[config.mk]
export PLATFORM = sky130hd
export DESIGN_NAME = axi_rd_arbiter
export DESIGN_NICKNAME = d
export VERILOG_FILES = /design/src/rtl/axi_rd_arbiter.sv
export SDC_FILE = /design/constraint.sdc
export NUM_CORES = 1
export LEC_CHECK = 0
export ABC_AREA = 0
export BUFFER_PORTS_ARGS = -buffer_cell sky130_fd_sc_hd__clkbuf_2
export CAP_MARGIN = 20
export CORE_AREA = 2 2 103 105
export CTS_CLUSTER_DIAMETER = 100
export DETAILED_ROUTE_END_ITERATION = 16
export DIE_AREA = 0 0 105 107
export PLACE_DENSITY = 0.51
export SYNTH_ARGS = -nofsm -noshare
export SYNTH_HDL_FRONTEND = slang
export SYNTH_SLANG_ARGS = --single-unit
[constraint.sdc]
create_clock -name ACLK -period 1.4 [get_ports ACLK]
set_input_delay 0.21 -clock ACLK [delete_from_list [all_inputs] [get_ports ACLK]]
set_output_delay 0.21 -clock ACLK [all_outputs]
set_load 0.02 [all_outputs]
[src/rtl/axi_rd_arbiter.sv]
`default_nettype none
// ---------------------------------------------------------------------------
// axi_rd_arbiter: two-master round-robin arbiter for the AXI AR/R channels. Rev 1.0
// ---------------------------------------------------------------------------
module axi_rd_arbiter #(
  parameter int NUM_M          = 2,
  parameter bit LAST_GRANT_RST = 1'b1
) (
  input  logic        ACLK,
  input  logic        ARESETn,
  // master 0
  input  logic [3:0]  M0_ARID,
  input  logic [31:0] M0_ARADDR,
  input  logic [3:0]  M0_ARLEN,
  input  logic [2:0]  M0_ARSIZE,
  input  logic [1:0]  M0_ARBURST,
  input  logic        M0_ARVALID,
  output logic        M0_ARREADY,
  output logic [3:0]  M0_RID,
  output logic [31:0] M0_RDATA,
  output logic [1:0]  M0_RRESP,
  output logic        M0_RLAST,
  output logic        M0_RVALID,
  input  logic        M0_RREADY,
  // master 1
  input  logic [3:0]  M1_ARID,
  input  logic [31:0] M1_ARADDR,
  input  logic [3:0]  M1_ARLEN,
  input  logic [2:0]  M1_ARSIZE,
  input  logic [1:0]  M1_ARBURST,
  input  logic        M1_ARVALID,
  output logic        M1_ARREADY,
  output logic [3:0]  M1_RID,
  output logic [31:0] M1_RDATA,
  output logic [1:0]  M1_RRESP,
  output logic        M1_RLAST,
  output logic        M1_RVALID,
  input  logic        M1_RREADY,
  // slave
  output logic [3:0]  S_ARID,
  output logic [31:0] S_ARADDR,
  output logic [3:0]  S_ARLEN,
  output logic [2:0]  S_ARSIZE,
  output logic [1:0]  S_ARBURST,
  output logic        S_ARVALID,
  input  logic        S_ARREADY,
  input  logic [3:0]  S_RID,
  input  logic [31:0] S_RDATA,
  input  logic [1:0]  S_RRESP,
  input  logic        S_RLAST,
  input  logic        S_RVALID,
  output logic        S_RREADY,
  output logic        len_err
);

  localparam int GW = (NUM_M > 1) ? $clog2(NUM_M) : 1;

  typedef enum logic [1:0] {
    IDLE = 2'd0,
    ADDR = 2'd1,
    DATA = 2'd2
  } state_t;

  state_t        state, state_nx;
  logic [GW-1:0] grant, grant_nx;
  logic [GW-1:0] last_grant, last_grant_nx;
  logic [3:0]    beat_cnt, beat_cnt_nx;
  logic          len_err_nx;

  logic          sel_m1;
  logic          sel_arvalid;
  logic [3:0]    sel_arlen;
  logic          sel_rready;

  assign sel_m1      = (grant == GW'(1));
  assign sel_arvalid = sel_m1 ? M1_ARVALID : M0_ARVALID;
  assign sel_arlen   = sel_m1 ? M1_ARLEN   : M0_ARLEN;
  assign sel_rready  = sel_m1 ? M1_RREADY  : M0_RREADY;

  // Payload is muxed, not registered: masters hold it stable until ARREADY.
  assign S_ARID    = sel_m1 ? M1_ARID    : M0_ARID;
  assign S_ARADDR  = sel_m1 ? M1_ARADDR  : M0_ARADDR;
  assign S_ARLEN   = sel_arlen;
  assign S_ARSIZE  = sel_m1 ? M1_ARSIZE  : M0_ARSIZE;
  assign S_ARBURST = sel_m1 ? M1_ARBURST : M0_ARBURST;

  assign M0_RID   = S_RID;
  assign M0_RDATA = S_RDATA;
  assign M0_RRESP = S_RRESP;
  assign M0_RLAST = S_RLAST;
  assign M1_RID   = S_RID;
  assign M1_RDATA = S_RDATA;
  assign M1_RRESP = S_RRESP;
  assign M1_RLAST = S_RLAST;

  always_ff @(posedge ACLK or negedge ARESETn) begin
    if (!ARESETn) begin
      state      <= IDLE;
      grant      <= GW'(0);
      last_grant <= GW'(LAST_GRANT_RST);
      beat_cnt   <= 4'd0;
      len_err    <= 1'b0;
    end else begin
      state      <= state_nx;
      grant      <= grant_nx;
      last_grant <= last_grant_nx;
      beat_cnt   <= beat_cnt_nx;
      len_err    <= len_err_nx;
    end
  end

  always_comb begin
    state_nx      = state;
    grant_nx      = grant;
    last_grant_nx = last_grant;
    beat_cnt_nx   = beat_cnt;
    len_err_nx    = len_err;
    S_ARVALID     = 1'b0;
    M0_ARREADY    = 1'b0;
    M1_ARREADY    = 1'b0;
    S_RREADY      = 1'b0;
    M0_RVALID     = 1'b0;
    M1_RVALID     = 1'b0;

    case (state)
      IDLE: begin
        if (M0_ARVALID || M1_ARVALID) begin
          if (M0_ARVALID && M1_ARVALID)
            grant_nx = (last_grant == GW'(1)) ? GW'(0) : GW'(1);
          else
            grant_nx = M1_ARVALID ? GW'(1) : GW'(0);
          state_nx = ADDR;
        end
      end

      ADDR: begin
        S_ARVALID  = sel_arvalid;
        M0_ARREADY = !sel_m1 && S_ARREADY;
        M1_ARREADY = sel_m1 && S_ARREADY;
        if (sel_arvalid && S_ARREADY) begin
          beat_cnt_nx = sel_arlen;
          state_nx    = DATA;
        end
      end

      DATA: begin
        S_RREADY  = sel_rready;
        M0_RVALID = !sel_m1 && S_RVALID;
        M1_RVALID = sel_m1 && S_RVALID;
        if (S_RVALID && sel_rready) begin
          if (S_RLAST) begin
            state_nx      = IDLE;
            last_grant_nx = grant;
            if (beat_cnt != 4'd0)
              len_err_nx = 1'b1;
          end else if (beat_cnt == 4'd0) begin
            // Overlong burst: flag it, keep counting at zero until RLAST shows up.
            len_err_nx = 1'b1;
          end else begin
            beat_cnt_nx = beat_cnt - 4'd1;
          end
        end
      end

      default: state_nx = IDLE;
    endcase
  end

endmodule
`default_nettype wire

# [Yosys cells after proc, flatten, opt, wreduce, memory -nomap -nowiden]
# Cells that the tools add are included.
[totals] reg_bits=9 word_cells=63 in_bits=137
[classes] eq_ne=9 reduce_logical=19 muxes=29 add_sub_neg=1
[op_table] op="32-bit 2-to-1 mux" count=1
[op_table] op="4-bit 2-to-1 mux" count=6
[op_table] op="1-bit 2-to-1 mux" count=14
[op_table] op="2-bit inequality test (second input constant)" count=6
[op_table] op="2-bit 2-to-1 mux" count=5
[op_table] op="4-bit one-hot mux with 2 select lines" count=1
[op_table] op="4-bit AND reduction" count=2
[op_table] op="1-bit logical AND" count=7
[op_table] op="2-bit one-hot mux with 3 select lines" count=1
[op_table] op="5-bit AND reduction" count=1
[op_table] op="4-bit zero test" count=1
[op_table] op="2-bit nonzero test" count=2
[op_table] op="4-bit nonzero test" count=1
[op_table] op="4-bit by 1-bit subtractor with 4-bit output (second input constant)" count=1
[op_table] op="3-bit 2-to-1 mux" count=1
[op_table] op="3-bit AND reduction" count=1
[op_table] op="2-bit by 1-bit equality test with 1-bit output (second input constant)" count=1
[op_table] op="2-bit equality test (second input constant)" count=1
[op_table] op="2-bit zero test" count=1
[op_table] op="2-bit by 1-bit inequality test with 1-bit output (second input constant)" count=1
[op_table] op="2-bit AND reduction" count=1
[op_table] op="1-bit zero test" count=1
[op_table] op="1-bit logical OR" count=1

# [Depth between registers and ports, before layout]
# Gate-level depths: netlist of run 1.
[logic_depth] word_depth=5 ltp_mapped=6 mapped_depth_nobuf=6

# [Least setup slack after synthesis of run 1]
# Ideal clock, no wire load.
[synth_timing] kind="reg-to-reg" from="register beat_cnt[0]" to="register beat_cnt[0]" arrival_time_ps=1372 path_stages_with_launch=7 setup_slack_ps=-68 synth_period_minus_slack_ps=1468 path_cell_list="dfrtp_1 inv_1 ha_1 nor3b_2 o21ai_0 o2bb2ai_1 a311oi_2"
[synth_between] elab_chain_len=5 elab_cells_between_ends=8
[synth_rtl] item="from (decl)" line_no="67" text="logic [3:0] beat_cnt, beat_cnt_nx;"
[synth_rtl] item="from (signal assigned)" line_no="107" text="beat_cnt <= beat_cnt_nx;"
[synth_rtl] item="4-bit by 1-bit subtractor with 4-bit output" line_no="160" text="beat_cnt_nx = beat_cnt - 4'd1;"
[synth_rtl] item="4-bit 2-to-1 mux" line_no="156" text="end else if (beat_cnt == 4'd0) begin"
[synth_rtl] item="4-bit 2-to-1 mux" line_no="151" text="if (S_RLAST) begin"
[synth_rtl] item="4-bit 2-to-1 mux" line_no="150" text="if (S_RVALID && sel_rready) begin"
[synth_rtl] item="4-bit one-hot mux with 2 select lines" line_no="125" text="case (state)"
# Parallel ways exist; a longest one is shown, timed or not. The select of a mux whose other input is x is not followed.
# A chain may end at the register's enable or synchronous reset.

# [Worst setup path in the final report of run 1]
[layout_timing] from="register grant" to="output port S_ARSIZE[0]"
[layout_between] elab_chain_len=1
[layout_rtl] item="from (decl)" line_no="65" text="logic [GW-1:0] grant, grant_nx;"
[layout_rtl] item="from (signal assigned)" line_no="105" text="grant <= grant_nx;"
[layout_rtl] item="3-bit 2-to-1 mux" line_no="84" text="assign S_ARSIZE = sel_m1 ? M1_ARSIZE : M0_ARSIZE;"
[layout_rtl] item="to (decl)" line_no="43" text="output logic [2:0] S_ARSIZE,"
# Every way passes these cells.

==> results of run 1 <==
[critical path, stage by stage (launching register included)]
cell     delay, ns
dfrtp_2       0.42
buf_12        0.17
buf_16        0.14
mux2_4        0.33
buf_8         0.14
[path summary, 6_finish.rpt]
kind                                        start  cells after the start                      end
max in group asynchronous                 ARESETn                      2   last_grant$_DFFE_PN1P_
max                             grant$_DFFE_PN0P_                      4              S_ARSIZE[0]
min in group asynchronous                 ARESETn                      2  beat_cnt[1]$_DFFE_PN0P_
min reg2reg                last_grant$_DFFE_PN1P_                      2   last_grant$_DFFE_PN1P_
max reg2reg                     grant$_DFFE_PN0P_                      6  beat_cnt[1]$_DFFE_PN0P_
min                                    M1_ARVALID                      2        grant$_DFFE_PN0P_
[flip-flops by register name (all words and copies together) (netlist names)]
signal,count
grant,1
len_err,1
last_grant,1
state,2
beat_cnt,4
[layer usage]
layer,up-vias,GRT usage [%]
met5,-,0
met4,0,5.52
met3,31,2.67
met2,116,21.2
met1,824,13.9
li1,814,-
[per-stage QoR]
| stage | util [%] | area, µm² |
|---|---|---|
| 5_1_grt | 31.1 | 3140 |
| 3_5_place_dp | 21.7 | 2190 |
| 4_1_cts | 29.2 | 2940 |
| 3_3_place_gp | 21.7 | 2190 |
| 6_report | 31.1 | 3140 |
| 2_1_floorplan | - | 1780 |
[Yosys cell counts, types with 2 or more instances]
library cell and count:
buf_4 78, mux2_2 45, nor2_1 9, dfrtp_1 8
nand2_1 7, buf_2 5, inv_1 4, a21oi_1 3
buf_6 2, nand2b_1 2, nor2b_1 2, nor3_1 2
o21ai_0 2, o31ai_1 2, o32ai_1 2
[cell usage in the layout, fill, tap and decap left out, types with 2 or more instances in the layout]
cell / synthesis / routed
nor2_4: 0 / 2
nand2_1: 7 / 6
buf_2: 5 / 5
mux2_2: 45 / 11
nand2b_1: 2 / 2
o31ai_1: 2 / 2
nor2_1: 9 / 3
a21oi_1: 3 / 3
inv_1: 4 / 2
buf_8: 0 / 29
clkbuf_8: 0 / 6
mux2_4: 1 / 35
buf_16: 0 / 4
inv_2: 0 / 2
nor2_2: 0 / 4
buf_6: 2 / 17
buf_12: 0 / 4
clkbuf_2: 0 / 102
mux2i_4: 1 / 2
buf_4: 78 / 21
dfrtp_1: 8 / 7
[cell families after synthesis]
family,Yosys count
adders and majority gates,1
muxes,48
AOI/OAI and AO/OA,18
and+or+nand+nor,29
xor gates and xnor gates,2
buffers and inverters,89
DFF,9
[cell type report]
| class | count | area share (%) |
|---|---|---|
| repair buffers | 186 | 49.8 |
| well taps | 136 | 5.43 |
| multi-input cells | 98 | 35.6 |
| inverters | 4 | 0.479 |
| clock buffers | 4 | 1.44 |
| flip-flops and latches | 9 | 7.26 |
[report_power, final]
group | internal (mW) | switching (mW)
sequential | 0.378 | 0.112
clock | 0.199 | 0.112
combinational | 2.96 | 2.17
[repair_timing]
action,4_1_cts,5_1_grt
cloned,4,0
endpoints found under the setup margin,56,58
hold buffers,1,0
hold endpoints to repair,8,0
buffers inserted,13,5
gates resized for setup,122,85
pin swaps,8,7
==> impl_metrics.json, run 1 <==
{
  "status": "complete, but fails checks",
  "violations": "setup timing",
  "ys_ff_latch": 9,
  "dieArea_um2": 11200,
  "seqCellArea_um2": 228,
  "placed_cells": 413,
  "wl_met2_mm": 3.78,
  "worstHoldPathType": "input port to register",
  "timing.fmax_ghz": 0.608,
  "cts_tree": "done",
  "fin_cells": 437,
  "synth_area_um2": 1760,
  "rsz0062_at_grt": "yes",
  "met3_length_um": 701,
  "max_slew.worst_pin.slew_ns": 0.394,
  "required_ns": 1.19,
  "rows": 37,
  "max_cap_violations": 0,
  "firstDrtPassIters": 4,
  "synth_largest_area_cell": "buf_4",
  "antenna_found_initial": 0,
  "endpoint_kind": "output port",
  "grt_max_degree": 11,
  "highest_layer": "met4",
  "synth-edff-count": 0,
  "min_period_ns": 1.65,
  "drt_first_iter_violations": 124,
  "clockBufferDepth": 2,
  "synth-simple-area-share_pct": 8.30,
  "overflow": 0,
  "ys_types": 38,
  "timing_worst_setup_path_type": "register to output port",
  "avgSynthCellArea_um2": 8.99,
  "ys_top_cells_by_area": "buf_4 33%, mux2_2 29%, dfrtp_1 11%",
  "maxSlewViolCount": 0,
  "final_nets": 440,
  "grt_use_total_pct": 12.0,
  "postSynthCellCount": 196,
  "clock_latency_ns": 0.24,
  "critPathLaunchType": "register",
  "slew_headroom_pct": 73.8,
  "finalPower_mw": 5.92,
  "antenna_left": 0,
  "synth_top_family_by_area": "buffers and inverters",
  "place_ws_ns": -0.150,
  "wl_met1_mm": 2.80,
  "grt_pass1_vias": 1814,
  "worstPathMaxFanout": 8,
  "numClockSinks": 9,
  "wl_per_cell_um": 17.2,
  "start_util_pct": 17.5,
  "yosys.area.top_type_share_pct": 33.2,
  "vias": 1785,
  "hold_viol": 0,
  "grt_pass1_wl_mm": 10.5,
  "detail_route.drc_violations": 0,
  "ios": 267,
  "leakagePower_nw": 1.58,
  "async_flop_share_pct": 100,
  "syn-num-nets": 334,
  "antenna_cells": 0,
  "hold-worst-slack_ns": 0.305,
  "rrSetupSlack_ns": -0.21,
  "htreeDepth": 1,
  "worst_slack_ns": -0.246,
  "cts.clk_slew.worst_paths_ns": 0.04,
  "synth-compound-area-share_pct": 8.73,
  "clock_tree.root_cell": "clkbuf_8",
  "yosys_warnings": 0,
  "synth_mux_area_share_pct": 31.7,
  "multi_input_area_um2": 1120,
  "ys_seq_area_share_pct": 12.8,
  "die_h_um": 107,
  "numCtsBuffers": 3,
  "drive_gt1_share_pct": 86.4,
  "fp.dieW_um": 105,
  "wl_mm": 7.53,
  "skew_ns": 0.00596,
  "core_area_um2": 10100,
  "cp.arrival_ns": 1.44,
  "port_buffers": 152,
  "max-vdd-ir-drop_uv": 627,
  "powerDensity_nw_per_um2": 1890,
  "synth_ff_type": "dfrtp_1",
  "setup_viol": 56,
  "fin_crit_sh_pct": 118,
  "gp_congestion": 0.840,
  "synth_xor_area_share_pct": 0.994,
  "via_per_inst": 4.08,
  "dp_hpwl_mm": 5.61,
  "syn_to_final_growth_pct": 77.9,
  "synthAdderAreaFrac_pct": 0.710,
  "nFillCells": 1034,
  "fin_setup_tns_ns": -10.97
}
(Power assumes the default switching activity.)
==> inputs of run 2 (changes only) <==
Settings changed: CTS_BUF_LIST set to sky130_fd_sc_hd__clkbuf_8 sky130_fd_sc_hd__clkbuf_16.
==> run 2 against run 1 <==
Compared with the run above:
- the flow still finishes with violations (setup timing)
- sequential power is essentially flat
- final area is the same
- count of clock-buffer cells in the layout shrank 1
- sequential cell count is the same
- critical path depth is the same
- power shrank 0.11%
- register-to-register slack is essentially flat
- largest cell class unchanged
- highest routed layer unchanged
==> impl_metrics.json, run 2 (synthesized netlist as in run 1, its figures left out) <==
{
  "leakagePower_nw": 1.59,
  "drive_gt1_share_pct": 86.4,
  "numClockSinks": 9,
  "clock_tree.root_cell": "clkbuf_8",
  "firstDrtPassIters": 4,
  "final_common_cell": "clkbuf_2",
  "maxSlewViolCount": 0,
  "max-vdd-ir-drop_uv": 627,
  "max_cap_violations": 0,
  "endpoint_kind": "output port",
  "clockBufferDepth": 2,
  "r2r_end": "beat_cnt[1]$_DFFE_PN0P_",
  "fin_crit_sh_pct": 118,
  "cp_num_buf_inv": 3,
  "wl_mm": 7.53,
  "antenna_left": 0,
  "worstPathCellList": "buf_12 > buf_16 > mux2_4 > buf_8",
  "status": "complete, but fails checks",
  "layout_common_cells": "102 x clkbuf_2, 35 x mux2_4, 29 x buf_8, 21 x buf_4, 17 x buf_6",
  "crit_path_max_incr_delay_ns": 0.42,
  "whs_path_depth": 2,
  "slowest_stage": "dfrtp_2",
  "crit_family": "buffers and inverters",
  "antenna_found_initial": 0,
  "r2r-start": "grant$_DFFE_PN0P_",
  "postLayoutCoreUtil_pct": 31.1,
  "min_period_ns": 1.65,
  "reg_top3": "beat_cnt (4), state (2)",
  "grt_pass1_wl_mm": 10.5,
  "core_area_um2": 10100,
  "powerDensity_nw_per_um2": 1890,
  "dieArea_um2": 11200,
  "port_buffers": 152,
  "vias": 1789,
  "syn_to_final_growth_pct": 77.9,
  "top_register": "beat_cnt",
  "clock_latency_ns": 0.24,
  "overflow": 0,
  "fin_cells": 437,
  "post-route-cell-area_um2": 3140,
  "rsz0062_at_grt": "yes",
  "slew_headroom_pct": 73.7,
  "die_h_um": 107,
  "grt_pass1_vias": 1814,
  "postPlaceCellArea_um2": 2190,
  "gp_congestion": 0.840,
  "reg2reg_depth": 6,
  "critPathLaunchType": "register",
  "largest_register_ffs": 4,
  "worst_slack_ns": -0.246,
  "fp.dieW_um": 105,
  "finalPower_mw": 5.92,
  "htreeDepth": 1,
  "numCtsBuffers": 3,
  "min_to": "grant$_DFFE_PN0P_",
  "ios": 267,
  "timing.fmax_ghz": 0.608,
  "hold_start": "M1_ARVALID",
  "required_ns": 1.19,
  "grt_use_total_pct": 12.0,
  "timing_worst_setup_path_type": "register to output port",
  "cp.arrival_ns": 1.44,
  "max_slew.worst_pin.slew_ns": 0.394,
  "worstHoldPathType": "input port to register",
  "violations": "setup timing",
  "drt_first_iter_violations": 123,
  "dp_hpwl_mm": 5.61,
  "worstPathMaxFanout": 8,
  "skew_ns": 0.00645,
  "cts.clk_slew.worst_paths_ns": 0.04,
  "grt_max_degree": 11,
  "rows": 37,
  "placed_cells": 413,
  "final_nets": 440,
  "rrSetupSlack_ns": -0.21,
  "start_util_pct": 17.5,
  "via_per_inst": 4.09,
  "antenna_cells": 0,
  "setup_viol": 56,
  "fin_setup_tns_ns": -10.97,
  "hold_viol": 0,
  "detail_route.drc_violations": 0,
  "wl_per_cell_um": 17.2,
  "cts_tree": "done"
}
run 2: cell count changes in the layout (fill, tap and decap cells not counted), sizes merged:
cell,before,now
inv,4,5
clkbuf,109,108
run 2: final cells by class:
class	instances	area, µm²
Clock buffer	3	41.3
Clock inverter	1	3.75
Fill cell	1034	6960
Inverter	4	15.0
Multi-Input combinational cell	98	1120
Sequential cell	9	228
Tap cell	136	170
Timing Repair Buffer	186	1560
run 2: power breakdown:
group | internal, mW | switching, mW | leakage [nW] | total, mW
sequential | 0.378 | 0.112 | 0.0986 | 0.490
clock | 0.192 | 0.113 | 0.0269 | 0.305
combinational | 2.96 | 2.17 | 1.46 | 5.12
run 2: metal layers:
layer	share of wire (%)	vias to the layer above	wire length [µm]	GRT usage, %
li1	-	814	-	-
met1	37	828	2800	13.9
met2	50	116	3780	21.2
met3	9.3	31	701	2.67
met4	3.3	0	248	5.52
met5	0	-	0	0
run 2: worst max-delay path by stage:
stage / start / to / slack, ns / cells past startpoint
global placement: beat_cnt[0]$_DFFE_PN0P_ / beat_cnt[0]$_DFFE_PN0P_ / -0.12 / 6
detailed placement: beat_cnt[0]$_DFFE_PN0P_ / beat_cnt[0]$_DFFE_PN0P_ / -0.15 / 6
finish: grant$_DFFE_PN0P_ / S_ARSIZE[0] / -0.25 / 4
CTS: grant$_DFFE_PN0P_ / S_ARVALID / -0.27 / 4
global route: grant$_DFFE_PN0P_ / S_ARADDR[30] / -0.28 / 4
floorplan: beat_cnt[0]$_DFFE_PN0P_ / beat_cnt[0]$_DFFE_PN0P_ / -0.02 / 6
run 2: worst register-to-register path: cells and delay by family (launching register included):
| kind | cells | cell delay [ns] |
|---|---|---|
| flip-flops | 1 | 0.42 |
| buffers and inverters | 2 | 0.31 |
| AO/OA/AOI/OAI | 3 | 0.58 |
| multiplexers | 1 | 0.20 |
run 2: timing repair:
action,in CTS,in global routing
endpoints found under the setup margin,56,58
gates cloned,4,0
setup buffers,13,5
hold endpoints to repair,8,0
hold buffers,1,0
pin swaps,8,7
gates resized for setup,122,85
run 2: stage by stage:
stage | setup slack [ns] | hold slack, ns
floorplan | -0.0219 | -0.0856
global placement | -0.120 | 0.0954
detailed placement | -0.150 | 0.0986
CTS | -0.267 | 0.311
global route | -0.277 | 0.316
finish | -0.246 | 0.305
==> inputs of run 3 (changes only) <==
Settings changed: CELL_PAD_IN_SITES_DETAIL_PLACEMENT set to 1, CELL_PAD_IN_SITES_GLOBAL_PLACEMENT set to 2, CORE_AREA 2 2 103 105 to unset, CORE_ASPECT_RATIO set to 1.5, CORE_MARGIN set to 2, CORE_UTILIZATION set to 11, DIE_AREA 0 0 105 107 to unset, PLACE_DENSITY 0.51 to 0.71, SETUP_SLACK_MARGIN set to 0.2.
==> run 3 against run 2 <==
Compared with the run above:
- the run still ends with setup timing left
- final area rose by 2.3%
- routed wire length rose by 37%
- clock power rose by 67%
- sequential share of layout area is 0.16 points lower
- critical path depth up 3
- power is 3.5% higher
- non-clock buffer count grew 12
- count of clock-buffer cells in the layout is the same
- via count increased by 6.2%
- core utilization decreased by 11 points
- critical endpoint is now beat_cnt[1]$_DFFE_PN0P_
- highest routed layer unchanged
==> impl_metrics.json, run 3 (synthesized netlist as in run 1, its figures left out) <==
{
  "max_cap_violations": 0,
  "final_common_cell": "clkbuf_2",
  "leakagePower_nw": 1.61,
  "grt_pass1_wl_mm": 13.6,
  "drt_first_iter_violations": 54,
  "ios": 267,
  "endpoint_kind": "register",
  "rows": 56,
  "clock_tree.root_cell": "clkbuf_16",
  "syn_to_final_growth_pct": 82.0,
  "numCtsBuffers": 3,
  "required_ns": 1.52,
  "critPathLaunchType": "register",
  "wl_per_cell_um": 20.1,
  "violations": "setup timing",
  "port_buffers": 152,
  "met1_usage_pct": 9.65,
  "slew_headroom_pct": 78.9,
  "timing_worst_setup_path_type": "register to register",
  "max_slew.worst_pin.slew_ns": 0.313,
  "start_util_pct": 11.2,
  "final_nets": 452,
  "detail_route.drc_violations": 0,
  "vias": 1900,
  "cp.arrival_ns": 1.82,
  "min_period_ns": 1.70,
  "rsz0062_at_grt": "yes",
  "fin_crit_sh_pct": 122,
  "timing.fmax_ghz": 0.588,
  "numClockSinks": 9,
  "layout_common_cells": "121 x clkbuf_2, 33 x mux2_4, 27 x buf_8, 26 x buf_4, 17 x buf_6",
  "met3_usage_pct": 7.57,
  "max-vdd-ir-drop_uv": 1030,
  "cts.clk_slew.worst_paths_ns": 0.04,
  "largest_register_ffs": 4,
  "grt-busiest-layer": "met2",
  "grt_pass1_vias": 2217,
  "status": "complete, but fails checks",
  "reg_top3": "beat_cnt (4), state (2)",
  "powerDensity_nw_per_um2": 1910,
  "cts_tree": "done",
  "setup_viol": 59,
  "antenna_found_initial": 0,
  "grt_use_total_pct": 11.1,
  "place_ws_ns": -0.175,
  "drive_gt1_share_pct": 88.2,
  "dieArea_um2": 17100,
  "skew_ns": 0.00121,
  "nFillCells": 1864,
  "fp.dieW_um": 107,
  "overflow": 0,
  "die_h_um": 159,
  "clockBufferDepth": 2,
  "gp_congestion": 0.877,
  "antenna_left": 0,
  "antenna_cells": 0,
  "hold_viol": 0,
  "clock_latency_ns": 0.24,
  "use_met2_pct": 20.0,
  "grt_max_degree": 18,
  "dp_hpwl_mm": 8.76,
  "worstPathMaxFanout": 6,
  "maxSlewViolCount": 0,
  "worstHoldPathType": "input port to register",
  "via_per_inst": 3.68,
  "htreeDepth": 1,
  "worst_slack_ns": -0.301,
  "fin_setup_tns_ns": -12.49,
  "core_area_um2": 15700,
  "firstDrtPassIters": 4,
  "wl_mm": 10.3,
  "top_register": "beat_cnt"
}
-- run 3: per-stage QoR --
step	power (mW)	hold slack [ns]	std cells	utilization, %	instance area (µm²)
final	6.12	0.349	516	20.4	3210
after global routing	6.46	0.355	516	20.4	3210
after CTS	5.68	0.313	511	19.4	3040
after detailed placement	4.23	0.0957	491	15.8	2480
after global placement	4.19	0.0956	491	15.8	2480
after floorplan	3.10	-0.0856	196	-	1900
-- run 3: final cells by class --
type	count	area (µm²)	share of cell area [%]
tap	203	254	7.92
sequential	9	228	7.10
timing repair buffer	198	1490	46.4
multi-input combinational	98	1140	35.5
clock buffer	3	75.1	2.34
clock inverter	1	3.75	0.117
inverter	4	20.0	0.624
-- run 3: path summary, 6_finish.rpt --
check | slack (ns) | start | cells past startpoint | end
setup / recovery | -0.30 | grant$_DFFE_PN0P_ | 7 | beat_cnt[1]$_DFFE_PN0P_
hold / removal | 0.35 | M1_ARVALID | 2 | grant$_DFFE_PN0P_
setup reg to reg | -0.30 | grant$_DFFE_PN0P_ | 7 | beat_cnt[1]$_DFFE_PN0P_
hold reg to reg | 0.47 | len_err$_DFFE_PN0P_ | 2 | len_err$_DFFE_PN0P_
max in group asynchronous | 0.75 | ARESETn | 2 | last_grant$_DFFE_PN1P_
min in group asynchronous | 0.38 | ARESETn | 2 | state[0]$_DFFE_PN0P_
-- run 3: repair_timing --
item | CTS | global route
resized for setup | 88 | 53
buffers inserted | 15 | 4
hold endpoints to repair | 8 | 0
setup endpoints to repair | 60 | 60
cloned | 0 | 1
hold buffers | 1 | 0
pin swaps | 9 | 4
-- run 3: where the power goes --
| part | leakage (nW) | switching [mW] | internal (mW) |
|---|---|---|---|
| clock network | 0.0423 | 0.134 | 0.374 |
| registers | 0.0986 | 0.138 | 0.379 |
| logic | 1.47 | 2.32 | 2.78 |
-- run 3: per-layer routing --
metal	vias up	part of all wire, %
met3	34	19
met1	868	31
met4	0	2.7
met2	166	47
met5	-	0
li1	832	-
-- run 3: critical path, cell delays in order (launching register included) --
cell and delay, ns:
dfrtp_2 0.44, buf_6 0.13, buf_6 0.11, mux2i_4 0.20, buf_6 0.14, o22ai_4 0.25
o21ai_2 0.09, a22o_1 0.22
